[src/rtl/decode_pkg.sv]
// Shared decode types: RV64I opcodes, functional-unit classes and the decode packet.
package decode_pkg;

    localparam int PC_W  = 64;
    localparam int IMM_W = 64;

    localparam logic [6:0] OPC_LOAD      = 7'b0000011;
    localparam logic [6:0] OPC_MISC_MEM  = 7'b0001111;
    localparam logic [6:0] OPC_OP_IMM    = 7'b0010011;
    localparam logic [6:0] OPC_AUIPC     = 7'b0010111;
    localparam logic [6:0] OPC_OP_IMM_32 = 7'b0011011;
    localparam logic [6:0] OPC_STORE     = 7'b0100011;
    localparam logic [6:0] OPC_OP        = 7'b0110011;
    localparam logic [6:0] OPC_LUI       = 7'b0110111;
    localparam logic [6:0] OPC_OP_32     = 7'b0111011;
    localparam logic [6:0] OPC_BRANCH    = 7'b1100011;
    localparam logic [6:0] OPC_JALR      = 7'b1100111;
    localparam logic [6:0] OPC_JAL       = 7'b1101111;
    localparam logic [6:0] OPC_SYSTEM    = 7'b1110011;

    typedef enum logic [2:0] {
        FU_ALU = 3'd0,
        FU_BRU = 3'd1,
        FU_LDU = 3'd2,
        FU_STU = 3'd3,
        FU_CSR = 3'd4
    } fu_type_e;

    typedef enum logic [2:0] {
        IMM_NONE = 3'd0,
        IMM_I    = 3'd1,
        IMM_S    = 3'd2,
        IMM_B    = 3'd3,
        IMM_U    = 3'd4,
        IMM_J    = 3'd5
    } imm_type_e;

    typedef struct packed {
        logic [PC_W-1:0]  pc;
        logic [31:0]      inst;
        logic [4:0]       rs1;
        logic [4:0]       rs2;
        logic [4:0]       rd;
        logic             rd_wen;
        logic [IMM_W-1:0] imm;
        fu_type_e         fu_type;
        logic             illegal;
    } dec_pkt_t;

    // Reassembles the scattered immediate bits and sign-extends from inst[31].
    function automatic logic [IMM_W-1:0] build_imm(input logic [31:0] inst, input imm_type_e t);
        case (t)
            IMM_I:   return {{(IMM_W-12){inst[31]}}, inst[31:20]};
            IMM_S:   return {{(IMM_W-12){inst[31]}}, inst[31:25], inst[11:7]};
            IMM_B:   return {{(IMM_W-13){inst[31]}}, inst[31], inst[7], inst[30:25], inst[11:8], 1'b0};
            IMM_U:   return {{(IMM_W-32){inst[31]}}, inst[31:12], 12'b0};
            IMM_J:   return {{(IMM_W-21){inst[31]}}, inst[31], inst[19:12], inst[20], inst[30:21], 1'b0};
            default: return '0;
        endcase
    endfunction

endpackage

[src/rtl/rv64_decoder.sv]
// Combinational RV64I field decoder: raw instruction + PC in, decode packet out.
module rv64_decoder
    import decode_pkg::*;
(
    input  logic [31:0]     inst,
    input  logic [PC_W-1:0] pc,
    output dec_pkt_t        pkt
);

    imm_type_e imm_type;
    fu_type_e  fu;
    logic      legal;
    logic      writes_rd;

    always_comb begin
        imm_type  = IMM_NONE;
        fu        = FU_ALU;
        legal     = 1'b1;
        writes_rd = 1'b1;
        case (inst[6:0])
            OPC_OP, OPC_OP_32:         imm_type = IMM_NONE;
            OPC_OP_IMM, OPC_OP_IMM_32: imm_type = IMM_I;
            OPC_LUI, OPC_AUIPC:        imm_type = IMM_U;
            OPC_BRANCH:   begin fu = FU_BRU; imm_type = IMM_B; writes_rd = 1'b0; end
            OPC_JAL:      begin fu = FU_BRU; imm_type = IMM_J; end
            OPC_JALR:     begin fu = FU_BRU; imm_type = IMM_I; end
            OPC_LOAD:     begin fu = FU_LDU; imm_type = IMM_I; end
            OPC_STORE:    begin fu = FU_STU; imm_type = IMM_S; writes_rd = 1'b0; end
            OPC_SYSTEM:   begin fu = FU_CSR; imm_type = IMM_I; end
            OPC_MISC_MEM: begin fu = FU_CSR; imm_type = IMM_I; writes_rd = 1'b0; end
            default:      legal = 1'b0;
        endcase
        if (inst[1:0] != 2'b11) legal = 1'b0;
        // Illegal encodings leave a neutral ALU packet with no side effects.
        if (!legal) begin
            fu        = FU_ALU;
            imm_type  = IMM_NONE;
            writes_rd = 1'b0;
        end

        pkt         = '0;
        pkt.pc      = pc;
        pkt.inst    = inst;
        pkt.rs1     = inst[19:15];
        pkt.rs2     = inst[24:20];
        pkt.rd      = inst[11:7];
        pkt.rd_wen  = writes_rd && (inst[11:7] != 5'd0);
        pkt.imm     = build_imm(inst, imm_type);
        pkt.fu_type = fu;
        pkt.illegal = !legal;
    end

endmodule

[src/rtl/decode_stage.sv]
// Decode stage: pops the instruction buffer, decodes into a registered packet,
// and uses a one-entry skid so fifo_read_en never sees backend_stall combinationally.
module decode_stage
    import decode_pkg::*;
#(
    parameter int XLEN       = 64,
    parameter int PERF_CNT_W = 64
) (
    input  logic                  clock,
    input  logic                  reset_n,
    input  logic                  redirect_valid,
    input  logic                  ibuffer_instr_valid,
    input  logic [31:0]           ibuffer_inst_out,
    input  logic [PC_W-1:0]       ibuffer_pc_out,
    output logic                  fifo_read_en,
    input  logic                  backend_stall,
    output logic                  dec_valid,
    output logic [PC_W-1:0]       dec_pc,
    output logic [31:0]           dec_inst,
    output logic [4:0]            dec_rs1,
    output logic [4:0]            dec_rs2,
    output logic [4:0]            dec_rd,
    output logic                  dec_rd_wen,
    output logic [XLEN-1:0]       dec_imm,
    output fu_type_e              dec_fu_type,
    output logic                  dec_illegal,
    output logic [PERF_CNT_W-1:0] perf_dispatched
);

    logic                  skid_valid_q, skid_valid_d;
    logic [31:0]           skid_inst_q, skid_inst_d;
    logic [PC_W-1:0]       skid_pc_q, skid_pc_d;
    logic                  dec_valid_q, dec_valid_d;
    dec_pkt_t              pkt_q, pkt_d, pkt_dec;
    logic [PERF_CNT_W-1:0] perf_q, perf_d;

    logic                  xfer;
    logic                  out_free;
    logic [31:0]           src_inst;
    logic [PC_W-1:0]       src_pc;

    assign fifo_read_en = reset_n && !skid_valid_q && !redirect_valid;
    assign xfer         = fifo_read_en && ibuffer_instr_valid;
    assign out_free     = !dec_valid_q || !backend_stall;

    // Skid content is older than the ibuffer head, so it always wins the mux.
    assign src_inst = skid_valid_q ? skid_inst_q : ibuffer_inst_out;
    assign src_pc   = skid_valid_q ? skid_pc_q   : ibuffer_pc_out;

    rv64_decoder u_decoder (
        .inst (src_inst),
        .pc   (src_pc),
        .pkt  (pkt_dec)
    );

    always_comb begin
        dec_valid_d  = dec_valid_q;
        skid_valid_d = skid_valid_q;
        skid_inst_d  = skid_inst_q;
        skid_pc_d    = skid_pc_q;
        pkt_d        = pkt_q;
        perf_d       = perf_q;
        if (dec_valid_q && !backend_stall && !redirect_valid) perf_d = perf_q + PERF_CNT_W'(1);

        if (redirect_valid) begin
            dec_valid_d  = 1'b0;
            skid_valid_d = 1'b0;
        end else if (out_free) begin
            dec_valid_d  = skid_valid_q || xfer;
            skid_valid_d = 1'b0;
            if (skid_valid_q || xfer) pkt_d = pkt_dec;
        end else if (xfer) begin
            skid_valid_d = 1'b1;
            skid_inst_d  = ibuffer_inst_out;
            skid_pc_d    = ibuffer_pc_out;
        end
    end

    always_ff @(posedge clock or negedge reset_n) begin
        if (!reset_n) begin
            dec_valid_q  <= 1'b0;
            skid_valid_q <= 1'b0;
            skid_inst_q  <= '0;
            skid_pc_q    <= '0;
            pkt_q        <= '0;
            perf_q       <= '0;
        end else begin
            dec_valid_q  <= dec_valid_d;
            skid_valid_q <= skid_valid_d;
            skid_inst_q  <= skid_inst_d;
            skid_pc_q    <= skid_pc_d;
            pkt_q        <= pkt_d;
            perf_q       <= perf_d;
        end
    end

    assign dec_valid       = dec_valid_q;
    assign dec_pc          = pkt_q.pc;
    assign dec_inst        = pkt_q.inst;
    assign dec_rs1         = pkt_q.rs1;
    assign dec_rs2         = pkt_q.rs2;
    assign dec_rd          = pkt_q.rd;
    assign dec_rd_wen      = pkt_q.rd_wen;
    assign dec_imm         = pkt_q.imm[XLEN-1:0];
    assign dec_fu_type     = pkt_q.fu_type;
    assign dec_illegal     = pkt_q.illegal;
    assign perf_dispatched = perf_q;

endmodule

[config.mk]
export PLATFORM = sky130hd
export DESIGN_NAME = decode_stage
export DESIGN_NICKNAME = d
export VERILOG_FILES = /design/src/rtl/decode_pkg.sv /design/src/rtl/rv64_decoder.sv /design/src/rtl/decode_stage.sv
export SDC_FILE = /design/constraint.sdc
export NUM_CORES = 1
export LEC_CHECK = 0
export BUFFER_PORTS_ARGS = -buffer_cell sky130_fd_sc_hd__clkbuf_2
export CORE_MARGIN = 2
export CORE_UTILIZATION = 29
export DETAILED_ROUTE_END_ITERATION = 6
export REMOVE_ABC_BUFFERS = 1
export SETUP_SLACK_MARGIN = 0.5
export SYNTH_ARGS = -nofsm -noshare
export SYNTH_HDL_FRONTEND = slang
export SYNTH_SLANG_ARGS = --single-unit
[constraint.sdc]
create_clock -name clock -period 1.9 [get_ports clock]
set_input_delay 0.38 -clock clock [delete_from_list [all_inputs] [get_ports clock]]
set_output_delay 0.38 -clock clock [all_outputs]
set_load 0.02 [all_outputs]
==> After elaboration in Yosys (flattened, before gate mapping) <==
Cells that the tools add are included.
{ "totals": {"register_bits": 342, "inputBits": 101, "output_inout_bits": 246, "wordCells": 76} }
{ "op_classes": {"addsub": 1, "eq_ne": 19, "mux": 16, "bitwise_logic": 2, "reduce_logical": 24} }
{ "op_table": {"columns": ["operator", "n"], "rows": [
  ["one-hot mux 64 bit (5 select lines)", 1],
  ["adder 64 x 1 -> 64 bit, second input constant", 1],
  ["two-way mux 64 bit", 1],
  ["two-way mux 32 bit", 1],
  ["== test 7 x 6 -> 1 bit, second input constant", 4],
  ["== test 7 bit, second input constant", 4],
  ["== test 7 x 5 -> 1 bit, second input constant", 3],
  ["one-hot mux 3 bit (5 select lines)", 1],
  ["OR reduction 13 bit", 1],
  ["one-hot mux 3 bit (4 select lines)", 1],
  ["two-way mux 1 bit", 9],
  ["== test 7 x 2 -> 1 bit, second input constant", 1],
  ["== test 7 x 4 -> 1 bit, second input constant", 1],
  ["== test 3 x 2 -> 1 bit, second input constant", 2],
  ["== test 3 bit, second input constant", 2],
  ["logical AND 1 bit", 6],
  ["two-way mux 3 bit", 2],
  ["AND reduction 3 bit", 2],
  ["OR reduction 3 bit", 2],
  ["OR reduction 6 bit", 1],
  ["logical NOT 1 bit", 5],
  ["nonzero test 5 bit", 1],
  ["OR reduction 2 bit", 2],
  ["== test 3 x 1 -> 1 bit, second input constant", 1],
  ["5 further kinds", 7]
]} }

==> Logic depth before layout (Yosys ltp) <==
{ "logic_depth": {"ltp_word": 8, "ltp_mapped": 10, "ltp_nobuf": 6} }

==> By module <==
A second synthesis with hierarchy kept.
{ "hier_totals": {"cells_unflattened": 1223, "area_unflattened_um2": 16214.3} }
{ "by_module_without_submodules": {"columns": ["mod", "n_inst", "cells_per_inst", "area_each_um2", "seq_area_each_um2"], "rows": [
  ["decode_stage", 1, 980, 14437.6, 8558.2],
  ["rv64_decoder", 1, 243, 1776.7, 0.0]
]} }

==> Least setup slack after synthesis <==
OpenSTA, ideal clock, no wires.
{ "synth_path": {"kind": "register -> register", "start": "register skid_valid_q", "end": "register skid_inst_q[0]", "setup_time_ns": 0.125, "arrival_ns": 2.356, "t_required_ns": 1.775, "slack_ns": -0.581, "stages_incl_launch_ff": 9, "path_buffers": 5, "synth_period_minus_slack_ns": 2.481, "cell_sequence": "dfrtp_1 -> buf_6 -> buf_8 -> nor3b_1 -> and3_1 -> clkbuf_1 -> buf_2 -> buf_4 -> mux2_2"} }
{ "synth_via": {"elab_chain_cells": 5} }
{ "synth_rtl": {"columns": ["element", "line", "rtl"], "rows": [
  ["start, declared", "decode_stage.sv:30", "logic skid_valid_q, skid_valid_d;"],
  ["start signal, assigned", "decode_stage.sv:89", "skid_valid_q <= skid_valid_d;"],
  ["logical NOT 1 bit", "decode_stage.sv:42", "assign fifo_read_en = reset_n && !skid_valid_q && !redirect_valid;"],
  ["logical AND 1 bit (2 in series)", "decode_stage.sv:42", null],
  ["named net fifo_read_en", "decode_stage.sv:15", "output logic fifo_read_en,"],
  ["logical AND 1 bit", "decode_stage.sv:43", "assign xfer = fifo_read_en && ibuffer_instr_valid;"],
  ["AND reduction 3 bit (no line)", null, null],
  ["end signal, assigned", "decode_stage.sv:90", "skid_inst_q <= skid_inst_d;"],
  ["end, declared", "decode_stage.sv:31", "logic [31:0] skid_inst_q, skid_inst_d;"]
]} }
The timed path passes the listed nets, and every way through them passes these cells.
A chain may end at the register's enable or synchronous reset.

==> Final worst setup path <==
{ "layout_path": {"start": "register skid_valid_q", "end": "register skid_pc_q[58]"} }
{ "layout_via": {"elab_chain_cells": 5} }
{ "layout_rtl": {"columns": ["element", "line", "rtl"], "rows": [
  ["logical NOT 1 bit", "decode_stage.sv:42", null],
  ["logical AND 1 bit (2 in series)", "decode_stage.sv:42", null],
  ["logical AND 1 bit", "decode_stage.sv:43", null],
  ["AND reduction 3 bit (no line)", null, null],
  ["end signal, assigned", "decode_stage.sv:91", "skid_pc_q <= skid_pc_d;"],
  ["end, declared", "decode_stage.sv:32", "logic [PC_W-1:0] skid_pc_q, skid_pc_d;"]
]} }
No other way between the ends.

==> impl_metrics.ini <==
[run_status]
status = complete, but fails checks
violations = negative hold slack, negative setup slack

[floorplan]
io_pins = 347
core_sq_mm = 0.0452
die_width_um = 218
die_area_sq_mm = 0.0474
rows = 78
start_util_pct = 29.3
die_y_um = 218

[place]
dpl_cell_area_sq_mm = 0.0164
hpwl_um = 27000
globalplace.congestion = 0.855
numPortBuffers = 346

[synth]
ys_warn_count = 0
syn_avg_cell_area_sq_um = 11.8
synth_flop_cell = dfrtp_1
synth-seq-area-share_pct = 55.7
yosysTopAreaCell = dfrtp_1
syn_area_sq_mm = 0.0132
async_reset_ff_share_pct = 100
synth_area_leaders = dfrtp_1 56%, mux2_2 8.6%, mux2i_1 6.9%
synth_edf_count = 0
synth_cell_types = 62
ys_ff_latch = 295
synth_cells = 1120
synth_top_area_share_pct = 55.7

[layout]
design_area_sq_mm = 0.0210
syn_to_final_growth_pct = 58.3
drive_above_1_share_pct = 59.6
nets = 1745
final_cell_mix = 335 x clkbuf_2, 293 x dfrtp_1, 144 x buf_4
layout_commonest_cell = clkbuf_2

[power_and_ir_drop]
p_per_area_mw_per_mm2 = 845
p_leak_nw = 10.1
finalPower_mw = 17.7
ir_worst_vdd_mv = 0.855

[sta]
slew_viol_final = 0
rsz0062_at_grt = true
hold_violations = 60
skew_ps = 14.1
period_share_pct = 114
fin_ws_ps = -267
worst_pin_slew_ps = 971
min_period_ps = 2170
setup_viol = 229
fmax_ghz = 0.461
slew_headroom_pct = 35.3
hold_slack_ps = -66.9

[route]
ant_nets = 0
drt_iter0_markers = 520
drtPass1Iterations = 5
drc = 0
num_vias = 11000
drt-total-wl_um = 45500
viasPerCell = 4.83
wl_per_cell_um = 20.0

[global_route]
grt_pass1_wl_um = 61700
overflow = 0
antenna_found_initial = 2
grt_pass1_vias = 10700
grtUsageTotal_pct = 16.7
grt_max_degree = 153

[clocking]
cts_root_buffer = clkbuf_16
cts.htree.levels = 2
clock_path_buffers = 3
insertion_delay_ps = 540
cts_buffers = 37
clkTransAtPathRegs_ps = 60
cts_tree = built
cts_sinks = 295

[setup_path]
crit_slowest_cell = dfrtp_4
critPathKind = reg -> reg
critPathTopFamily = buffers and inverters
setup.worst_path.start_class = register
critPathMaxStageDelay_ps = 570
critPathBufInv = 5
crit_top_cell = buf_12
path_cells = buf_12 -> nor3b_4 -> buf_4 -> and3_4 -> buf_12 -> buf_6 -> buf_16 -> mux2_4
arrival_ps = 2590
required_ps = 2330
crit_path_max_fanout = 8
end_kind = register

[job]
max_cap_viol_count = 0

[hold_path]
hold_path_class = in -> async
-- cells by family (layout without fill, tap and decap cells) --
logic type	after synthesis	count (layout)	synth area share (%)
xor gates and xnor gates	63	63	4.17
muxes	198	198	16.4
DFF	295	295	55.7
buffers and inverters	105	653	4.92
other	0	1	0
and+or+nand+nor	293	294	11.0
adders and majority gates	1	1	0.0944
AOI/OAI and AO/OA	165	165	7.74
-- sequential cells by signal (all words and copies together) (netlist names) --
signal	flops
dec_pc	64
perf_dispatched	64
skid_pc_q	64
dec_imm	32
dec_inst	32
skid_inst_q	32
dec_fu_type	3
dec_illegal	1
dec_rd_wen	1
dec_valid	1
skid_valid_q	1
-- cell type report --
cell class	instances	area (sq um)
multi-input cells	721	6850
diodes	1	2.50
clock inverters	12	101
fillers	4058	24200
well taps	600	751
repair buffers	585	4750
inverters	3	11.3
flip-flops and latches	295	7390
clock buffers	53	1110
-- final timing paths --
kind                       depth (start not counted)                  end                 from  slack, ps
hold reg to reg                                    1  perf_dispatched[63]  perf_dispatched[63]        470
hold / removal                                     2  perf_dispatched[11]              reset_n        -70
setup / recovery                                   8        skid_pc_q[58]         skid_valid_q       -270
setup reg to reg                                   8        skid_pc_q[58]         skid_valid_q       -270
min in group clock                                 2        skid_pc_q[11]   ibuffer_pc_out[11]         80
max in group asynchronous                          2        skid_pc_q[24]              reset_n       1170
-- per-layer routing --
layer	vias up	track usage (%)	part of all wire [%]
met3	89	5.51	7.7
met1	5542	21.8	43
met4	2	6.08	2.8
met5	-	0	0.018
met2	359	26.0	46
li1	4973	-	-
-- synthesized netlist by cell type, types with 4 or more instances --
library cell / count
nor3_1: 13
a221o_1: 11
buf_2: 35
a21o_1: 11
nand3_1: 25
nand2_1: 139
nand4_1: 19
clkbuf_1: 13
a22o_1: 6
buf_4: 52
dfrtp_1: 295
a21oi_1: 14
and3_1: 10
mux2i_4: 4
mux2_2: 101
o21ai_0: 95
xor2_1: 15
o21ai_1: 9
xnor2_1: 48
and2_1: 5
nor2_1: 43
and4_1: 9
mux2i_1: 91
-- power by group --
group          total, mW  internal [mW]  switching [mW]
clock               6.96           4.18            2.78
sequential          7.45           6.93           0.521
combinational       3.32           1.46            1.85
-- repair_timing --
action / in CTS / in global routing
cloned: 11 / 31
hold buffers: 1 / 0
buffers inserted: 18 / 32
pin swaps: 10 / 149
gates resized for setup: 115 / 472
endpoints found under the hold margin: 8 / 0
endpoints found under the setup margin: 533 / 536
-- through the flow --
step	cells	utilization (%)	setup TNS [ps]	setup slack, ps	hold slack, ps
after global routing	2269	46.4	-49770	-337	13.7
after floorplan	1018	-	-1183670	-5370	84.4
after global placement	2111	36.3	-29970	-259	330
final	2270	46.4	-35270	-267	-66.9
after detailed placement	2111	36.3	-39630	-310	334
after CTS	2206	40.9	-37830	-245	7.26
(Power assumes the default switching activity.)
